===== config.mk =====
export PLATFORM = sky130hd
export DESIGN_NAME = sp_ram_ctrl_flat
export DESIGN_NICKNAME = d
export VERILOG_FILES = /design/src/rtl/sp_ram_ctrl_if.sv /design/src/rtl/sp_ram_ctrl.sv /design/src/flat_wrapper.sv
export SDC_FILE = /design/constraint.sdc
export NUM_CORES = 1
export LEC_CHECK = 0
export CAP_MARGIN = 5
export CORE_ASPECT_RATIO = 1.25
export CORE_UTILIZATION = 61
export DETAILED_ROUTE_END_ITERATION = 8
export MAX_ROUTING_LAYER = met4
export PLACE_DENSITY = 0.79
export SYNTH_ARGS = -nofsm -noshare
export SYNTH_HDL_FRONTEND = slang
export SYNTH_SLANG_ARGS = --single-unit

===== constraint.sdc =====
create_clock -name clk -period 2.3 [get_ports clk]
set_input_delay 0.69 -clock clk [delete_from_list [all_inputs] [get_ports clk]]
set_output_delay 0.69 -clock clk [all_outputs]
set_load 0.005 [all_outputs]

===== src/rtl/sp_ram_ctrl_if.sv =====
// Request/response bundle for sp_ram_ctrl: master issues accesses, slave returns
// registered read data with a one-cycle valid strobe and a sticky init flag.
interface sp_ram_ctrl_if #(
  parameter int DATA_WIDTH = 5,
  parameter int ADDR_WIDTH = 5
);
  logic                  req;
  logic                  we;
  logic [ADDR_WIDTH-1:0] addr;
  logic [DATA_WIDTH-1:0] data;
  logic                  ready;
  logic [DATA_WIDTH-1:0] out;
  logic                  out_valid;
  logic                  init_done;

  modport master (
    output req, we, addr, data,
    input  ready, out, out_valid, init_done
  );

  modport slave (
    input  req, we, addr, data,
    output ready, out, out_valid, init_done
  );
endinterface


===== src/rtl/sp_ram_ctrl.sv =====
// Single-port RAM controller: 1-cycle registered read, 1 access/clk, optional post-reset zero fill.
// ready is low during reset and the clear sweep; requests seen while not ready are dropped.
module sp_ram_ctrl #(
  parameter int DATA_WIDTH     = 5,
  parameter int ADDR_WIDTH     = 5,
  parameter int RDW_MODE       = 0,
  parameter int CLEAR_ON_RESET = 1
) (
  input  logic           clk,
  input  logic           reset_n,
  sp_ram_ctrl_if.slave   bus
);
  localparam int DEPTH = 2 ** ADDR_WIDTH;
  localparam int CNT_W = ADDR_WIDTH + 1;

  typedef enum logic {ST_CLEAR, ST_IDLE} state_t;

  state_t                state_q, state_d;
  logic [CNT_W-1:0]      cnt_q, cnt_d;
  logic                  init_done_q, init_done_d;
  logic [DATA_WIDTH-1:0] out_q, out_d;
  logic                  out_valid_q, out_valid_d;
  logic [DATA_WIDTH-1:0] mem_q [DEPTH];

  logic                  ready;
  logic                  accept;
  logic                  clear_last;
  logic                  mem_we;
  logic [ADDR_WIDTH-1:0] mem_waddr;
  logic [DATA_WIDTH-1:0] mem_wdat;

  assign clear_last = (cnt_q == CNT_W'(DEPTH - 1));
  assign accept     = bus.req & ready;

  always_ff @(posedge clk or negedge reset_n) begin
    if (!reset_n) begin
      state_q <= (CLEAR_ON_RESET != 0) ? ST_CLEAR : ST_IDLE;
    end else begin
      state_q <= state_d;
    end
  end

  always_comb begin
    state_d = state_q;
    if (state_q == ST_CLEAR && clear_last) begin
      state_d = ST_IDLE;
    end
  end

  // Gating the write strobe with reset_n keeps a held reset from scribbling on word 0.
  always_comb begin
    ready     = (state_q == ST_IDLE) && init_done_q;
    mem_we    = reset_n & accept & bus.we;
    mem_waddr = bus.addr;
    mem_wdat  = bus.data;
    if (state_q == ST_CLEAR) begin
      mem_we    = reset_n;
      mem_waddr = cnt_q[ADDR_WIDTH-1:0];
      mem_wdat  = '0;
    end
  end

  always_comb begin
    cnt_d       = cnt_q;
    init_done_d = init_done_q;
    out_d       = out_q;
    out_valid_d = accept;
    if (state_q == ST_CLEAR) begin
      cnt_d = cnt_q + CNT_W'(1);
      if (clear_last) begin
        init_done_d = 1'b1;
      end
    end else begin
      init_done_d = 1'b1;
    end
    // Array read sees the pre-edge contents, which gives read-first for free.
    if (accept) begin
      out_d = (bus.we && RDW_MODE != 0) ? bus.data : mem_q[bus.addr];
    end
  end

  always_ff @(posedge clk or negedge reset_n) begin
    if (!reset_n) begin
      cnt_q       <= '0;
      init_done_q <= 1'b0;
      out_q       <= '0;
      out_valid_q <= 1'b0;
    end else begin
      cnt_q       <= cnt_d;
      init_done_q <= init_done_d;
      out_q       <= out_d;
      out_valid_q <= out_valid_d;
    end
  end

  always_ff @(posedge clk) begin
    if (mem_we) begin
      mem_q[mem_waddr] <= mem_wdat;
    end
  end

  assign bus.ready     = ready;
  assign bus.out       = out_q;
  assign bus.out_valid = out_valid_q;
  assign bus.init_done = init_done_q;
endmodule

===== src/flat_wrapper.sv =====
// flat-port wrapper written by rule: the top's interface ports become plain ports
module sp_ram_ctrl_flat 
#(
  parameter int DATA_WIDTH     = 5,
  parameter int ADDR_WIDTH     = 5,
  parameter int RDW_MODE       = 0,
  parameter int CLEAR_ON_RESET = 1
)
  (clk, reset_n, bus_req, bus_we, bus_addr, bus_data, bus_ready, bus_out, bus_out_valid, bus_init_done);
  sp_ram_ctrl_if #(.DATA_WIDTH(DATA_WIDTH), .ADDR_WIDTH(ADDR_WIDTH)) bus_i ();
  input  logic clk;
  input  logic reset_n;
  input wire logic [$bits(bus_i.req)-1:0] bus_req;
  input wire logic [$bits(bus_i.we)-1:0] bus_we;
  input wire logic [$bits(bus_i.addr)-1:0] bus_addr;
  input wire logic [$bits(bus_i.data)-1:0] bus_data;
  output wire logic [$bits(bus_i.ready)-1:0] bus_ready;
  output wire logic [$bits(bus_i.out)-1:0] bus_out;
  output wire logic [$bits(bus_i.out_valid)-1:0] bus_out_valid;
  output wire logic [$bits(bus_i.init_done)-1:0] bus_init_done;
  assign bus_i.req = bus_req;
  assign bus_i.we = bus_we;
  assign bus_i.addr = bus_addr;
  assign bus_i.data = bus_data;
  assign bus_ready = bus_i.ready;
  assign bus_out = bus_i.out;
  assign bus_out_valid = bus_i.out_valid;
  assign bus_init_done = bus_i.init_done;
  sp_ram_ctrl #(.DATA_WIDTH(DATA_WIDTH), .ADDR_WIDTH(ADDR_WIDTH), .RDW_MODE(RDW_MODE), .CLEAR_ON_RESET(CLEAR_ON_RESET)) u_core (.clk(clk), .reset_n(reset_n), .bus(bus_i));
endmodule

==> impl_results.html <==
<table>
<tr><th>Metric</th><th>Value</th></tr>
<tr><th colspan="2">Timing</th></tr>
<tr><td>Final Cycle Share</td><td>0.935</td></tr>
<tr><td>Time the final worst path needs with I/O delays and setup</td><td>2.15 ns</td></tr>
<tr><td>Worst-margin pin slew</td><td>roughly 0.67 ns</td></tr>
<tr><td>Final Hold Slack</td><td>0.464 ns</td></tr>
<tr><td>RSZ-0062 raised after global routing</td><td>no</td></tr>
<tr><td>Number of setup violations in the final report</td><td>0</td></tr>
<tr><td>Final hold violation count</td><td>0</td></tr>
<tr><td>Highest Clock Rate</td><td>around 470 MHz</td></tr>
<tr><td>Clock Skew</td><td>~0.0065 ns</td></tr>
<tr><td>Final count of pins violating max slew</td><td>0</td></tr>
<tr><td>Final setup margin</td><td>between 0.15 and 0.2 ns</td></tr>
<tr><td>Headroom to the max-slew limit</td><td>0.552</td></tr>
<tr><th colspan="2">Die</th></tr>
<tr><td>DIE AREA</td><td>0.0122 sq mm</td></tr>
<tr><td>Die H</td><td>~120 um</td></tr>
<tr><td>Die outline width</td><td>~99 um</td></tr>
<tr><td>Row count</td><td>between 40 and 50</td></tr>
<tr><td>Placeable Area</td><td>approximately 0.011 sq mm</td></tr>
<tr><td>I/O pins</td><td>22</td></tr>
<tr><td>Initial cell density of the core</td><td>0.637</td></tr>
<tr><th colspan="2">Power</th></tr>
<tr><td>Static leakage</td><td>about 3.2 nW</td></tr>
<tr><td>PwrDens</td><td>approximately 780 mW/mm^2</td></tr>
<tr><td>Maximum ir drop on the vdd rail</td><td>around 0.68 mV</td></tr>
<tr><th colspan="2">Run</th></tr>
<tr><td>Max Cap Viol</td><td>0</td></tr>
<tr><th colspan="2">Hold path</th></tr>
<tr><td>Min-Delay Startpoint</td><td>u_core.cnt_q[5]$_DFFE_PN0N_</td></tr>
<tr><td>Worst hold-check path type</td><td>flip-flop to flip-flop</td></tr>
<tr><th colspan="2">Clock network</th></tr>
<tr><td>Buffer levels on the longest clock path</td><td>2</td></tr>
<tr><td>Number of buffers created by CTS</td><td>17</td></tr>
<tr><td>Total number of clock tree sinks</td><td>around 170</td></tr>
<tr><td>H-tree depth</td><td>4</td></tr>
<tr><td>Clock edge transition at the registers on the reported setup and hold paths</td><td>0.06 ns</td></tr>
<tr><td>Hold_buf cts</td><td>0</td></tr>
<tr><td>Clock Latency Late Sink</td><td>around 0.42 ns</td></tr>
<tr><td>Clock Tree Root</td><td>sky130_fd_sc_hd__clkbuf_16</td></tr>
<tr><td>Clock tree from TritonCTS</td><td>yes</td></tr>
<tr><th colspan="2">Drt</th></tr>
<tr><td>Final antenna-violating net count</td><td>0</td></tr>
<tr><td>Via density per instance</td><td>slightly above 6</td></tr>
<tr><td>Total wire length</td><td>between 10000 and 15000 um</td></tr>
<tr><td>1st-pass router iterations</td><td>5</td></tr>
<tr><td>Total vias in the final route</td><td>between 4000 and 5000</td></tr>
<tr><td>Post-route DRC</td><td>0</td></tr>
<tr><td>Average wire length per cell after detail routing</td><td>~22 um</td></tr>
<tr><td>Iteration-0 DRC Markers</td><td>between 200 and 300</td></tr>
<tr><th colspan="2">Placement</th></tr>
<tr><td>Placer congestion estimate</td><td>about 0.9</td></tr>
<tr><td>Half-perimeter wire length after detailed placement</td><td>9610 um</td></tr>
<tr><td>Instance count after placement with tap cells included</td><td>636</td></tr>
<tr><td>Input/output buffers</td><td>21</td></tr>
<tr><td>Pre-CTS WS</td><td>-0.435 ns</td></tr>
<tr><th colspan="2">Logic synthesis</th></tr>
<tr><td>Syn nets</td><td>roughly 450</td></tr>
<tr><td>Main flop type after synthesis</td><td>sky130_fd_sc_hd__edfxtp_1</td></tr>
<tr><td>Number of enable-type register cells in the synthesized netlist</td><td>160</td></tr>
<tr><td>Async SR Flop Fraction</td><td>0.0805</td></tr>
<tr><td>Post-Synthesis Cell Area</td><td>about 0.0072 sq mm</td></tr>
<tr><td>Number of warning messages in the yosys log</td><td>0</td></tr>
<tr><td>Portion of the post-synthesis area used by sequential elements</td><td>0.720</td></tr>
<tr><td>Average footprint of a synthesized cell</td><td>around 16 sq um</td></tr>
<tr><td>Synthesized netlist cell count</td><td>between 400 and 500</td></tr>
<tr><td>Number of different library cells in the post-synthesis netlist</td><td>40</td></tr>
<tr><td>Register bit count reported by yosys</td><td>between 150 and 200</td></tr>
<tr><th colspan="2">Finish</th></tr>
<tr><td>Multi-input gate area</td><td>about 0.0018 sq mm</td></tr>
<tr><td># nets final</td><td>536</td></tr>
<tr><td>Fill cell total of the finished layout</td><td>between 600 and 700</td></tr>
<tr><td>Number of standard cells in the final layout excluding fillers</td><td>roughly 670</td></tr>
<tr><td>Area growth from synthesis to layout</td><td>19.0%</td></tr>
<tr><td>Number of inserted diodes</td><td>0</td></tr>
<tr><td>Share of final-layout standard cells stronger than drive strength 1</td><td>0.217</td></tr>
<tr><td>Most used cells in the layout excluding fill and tap cells</td><td>sky130_fd_sc_hd__edfxtp_1, sky130_fd_sc_hd__mux2i_1, sky130_fd_sc_hd__buf_4</td></tr>
<tr><td>Most common cell after layout, fill and taps aside</td><td>sky130_fd_sc_hd__edfxtp_1</td></tr>
<tr><td>Sequential cell area</td><td>0.00516 sq mm</td></tr>
<tr><th colspan="2">Worst setup path</th></tr>
<tr><td>Kind of launch point of the worst setup path</td><td>primary input</td></tr>
<tr><td>WS Path Type</td><td>primary input to flip-flop</td></tr>
<tr><td>Worst path cell trace</td><td>clkdlybuf4s50_1 -&gt; buf_4 -&gt; and2_1 -&gt; a22o_1 -&gt; a221oi_1 -&gt; o22ai_1 -&gt; o41ai_2</td></tr>
<tr><td>Slowest stage cell on the critical path</td><td>sky130_fd_sc_hd__clkdlybuf4s50_1</td></tr>
<tr><td>Element type at the critical path end</td><td>flip-flop</td></tr>
<tr><td>Arrival time worst endpoint</td><td>~2.5 ns</td></tr>
<tr><td>Critical Path Fanout Max</td><td>6</td></tr>
<tr><td>Data required time at the worst endpoint</td><td>2.62 ns</td></tr>
<tr><td>Crit path launch</td><td>bus_addr[1]</td></tr>
<tr><td>R2r startpoint</td><td>u_core.state_q$_DFFE_PN0P_</td></tr>
<tr><td>Max stage delay on crit path</td><td>0.45 ns</td></tr>
<tr><th colspan="2">GRT</th></tr>
<tr><td>Maximum number of pins on one net before global-route repair</td><td>34</td></tr>
<tr><td>All-Layer GR Usage</td><td>0.275</td></tr>
<tr><td>Number of global-route vias before repair</td><td>about 4200</td></tr>
<tr><td>Grt total ovfl</td><td>0</td></tr>
<tr><td>Wire length of the first global-routing pass</td><td>22700 um</td></tr>
<tr><td>Antenna violations before repair</td><td>0</td></tr>
<tr><th colspan="2">Run status</th></tr>
<tr><td>Outcome</td><td>finished clean</td></tr>
</table>
cell type report:
type,instances,area share
tap,135,0.0198
clock buffer,24,0.0628
timing repair buffer,87,0.0913
sequential,174,0.605
multi-input combinational,237,0.214
clock inverter,8,0.00558
inverter,4,0.00176
path summary, 6_finish.rpt:
path / end / slack, ns / cells past startpoint
max: u_core.bus.out[3]$_DFFE_PN0P_ / 0.15 / 7
max reg2reg: u_core.mem_q[14][3]$_DFFE_PP_ / 0.40 / 5
min: u_core.cnt_q[5]$_DFFE_PN0N_ / 0.46 / 1
max in group asynchronous: u_core.state_q$_DFFE_PN0P_ / 1.43 / 2
min reg2reg: u_core.cnt_q[5]$_DFFE_PN0N_ / 0.46 / 1
min in group asynchronous: u_core.cnt_q[2]$_DFFE_PN0N_ / 0.66 / 2
kinds of logic after synthesis:
family                     synth area share
adders and majority gates           0.00175
DFF                                   0.720
buffers and inverters                0.0274
and+or+nand+nor                      0.0501
muxes                                 0.113
xor gates and xnor gates            0.00611
AOI/OAI and AO/OA                    0.0814
Yosys cell counts (all sizes together) (3+ instances only):
library cell  count  share of area
mux2i            80           0.11
buf              15          0.022
nand3             3         0.0021
a21oi            11         0.0077
o41ai             5          0.011
o21ai             6         0.0042
edfxtp          160           0.67
nand2            17         0.0089
a31oi             3         0.0026
dfrtp            14          0.049
xnor2             4         0.0049
a22o             10          0.012
a22oi            20          0.021
clkbuf            6         0.0031
and2              7         0.0061
nor2b             4         0.0035
nor2             36          0.019
o22ai             5         0.0044
inv               4         0.0021
a221oi           10          0.016
power by group:
group / switching [W] / internal [W] / total (W)
Clock: 0.00110 / 0.00163 / 0.00273
Sequential: 0.0000103 / 0.00347 / 0.00348
Combinational: 0.000232 / 0.000183 / 0.000416
registers in the layout (all words and copies together) (netlist names):
name                  cells
u_core.cnt_q              6
u_core.bus.out            5
u_core.mem_q            160
u_core.bus.init_done      1
u_core.state_q            1
u_core.bus.out_valid      1
critical path: cells and delay by family:
family	cells	cell delay, ns
AND/OR/NAND/NOR	1	0.20
AO/OA/AOI/OAI	4	0.94
buffers and inverters	2	0.62
repair_timing:
item                       in CTS  in global routing
setup endpoints to repair       2                  6
resized for setup               3                  2
setup buffers                   0                  1
per-layer routing:
| layer | track usage | part of all wire | up-vias |
|---|---|---|---|
| met5 | - | 0 | - |
| met4 | 0.166 | 0.046 | 0 |
| met3 | 0.0509 | 0.057 | 57 |
| met2 | 0.465 | 0.52 | 191 |
| met1 | 0.307 | 0.38 | 2025 |
| li1 | - | - | 1882 |
metrics by stage:
step	util	TNS [ns]	power [W]	area, sq um
floorplan	-	0	0.00378	7160
global placement	0.704	-20.18	0.00394	7920
finish	0.758	0	0.00662	8520
detailed placement	0.704	-28.01	0.00395	7920
global route	0.758	0	0.00678	8520
CTS	0.757	0	0.00664	8510
Note: power is estimated with default switching activity, not from simulation.
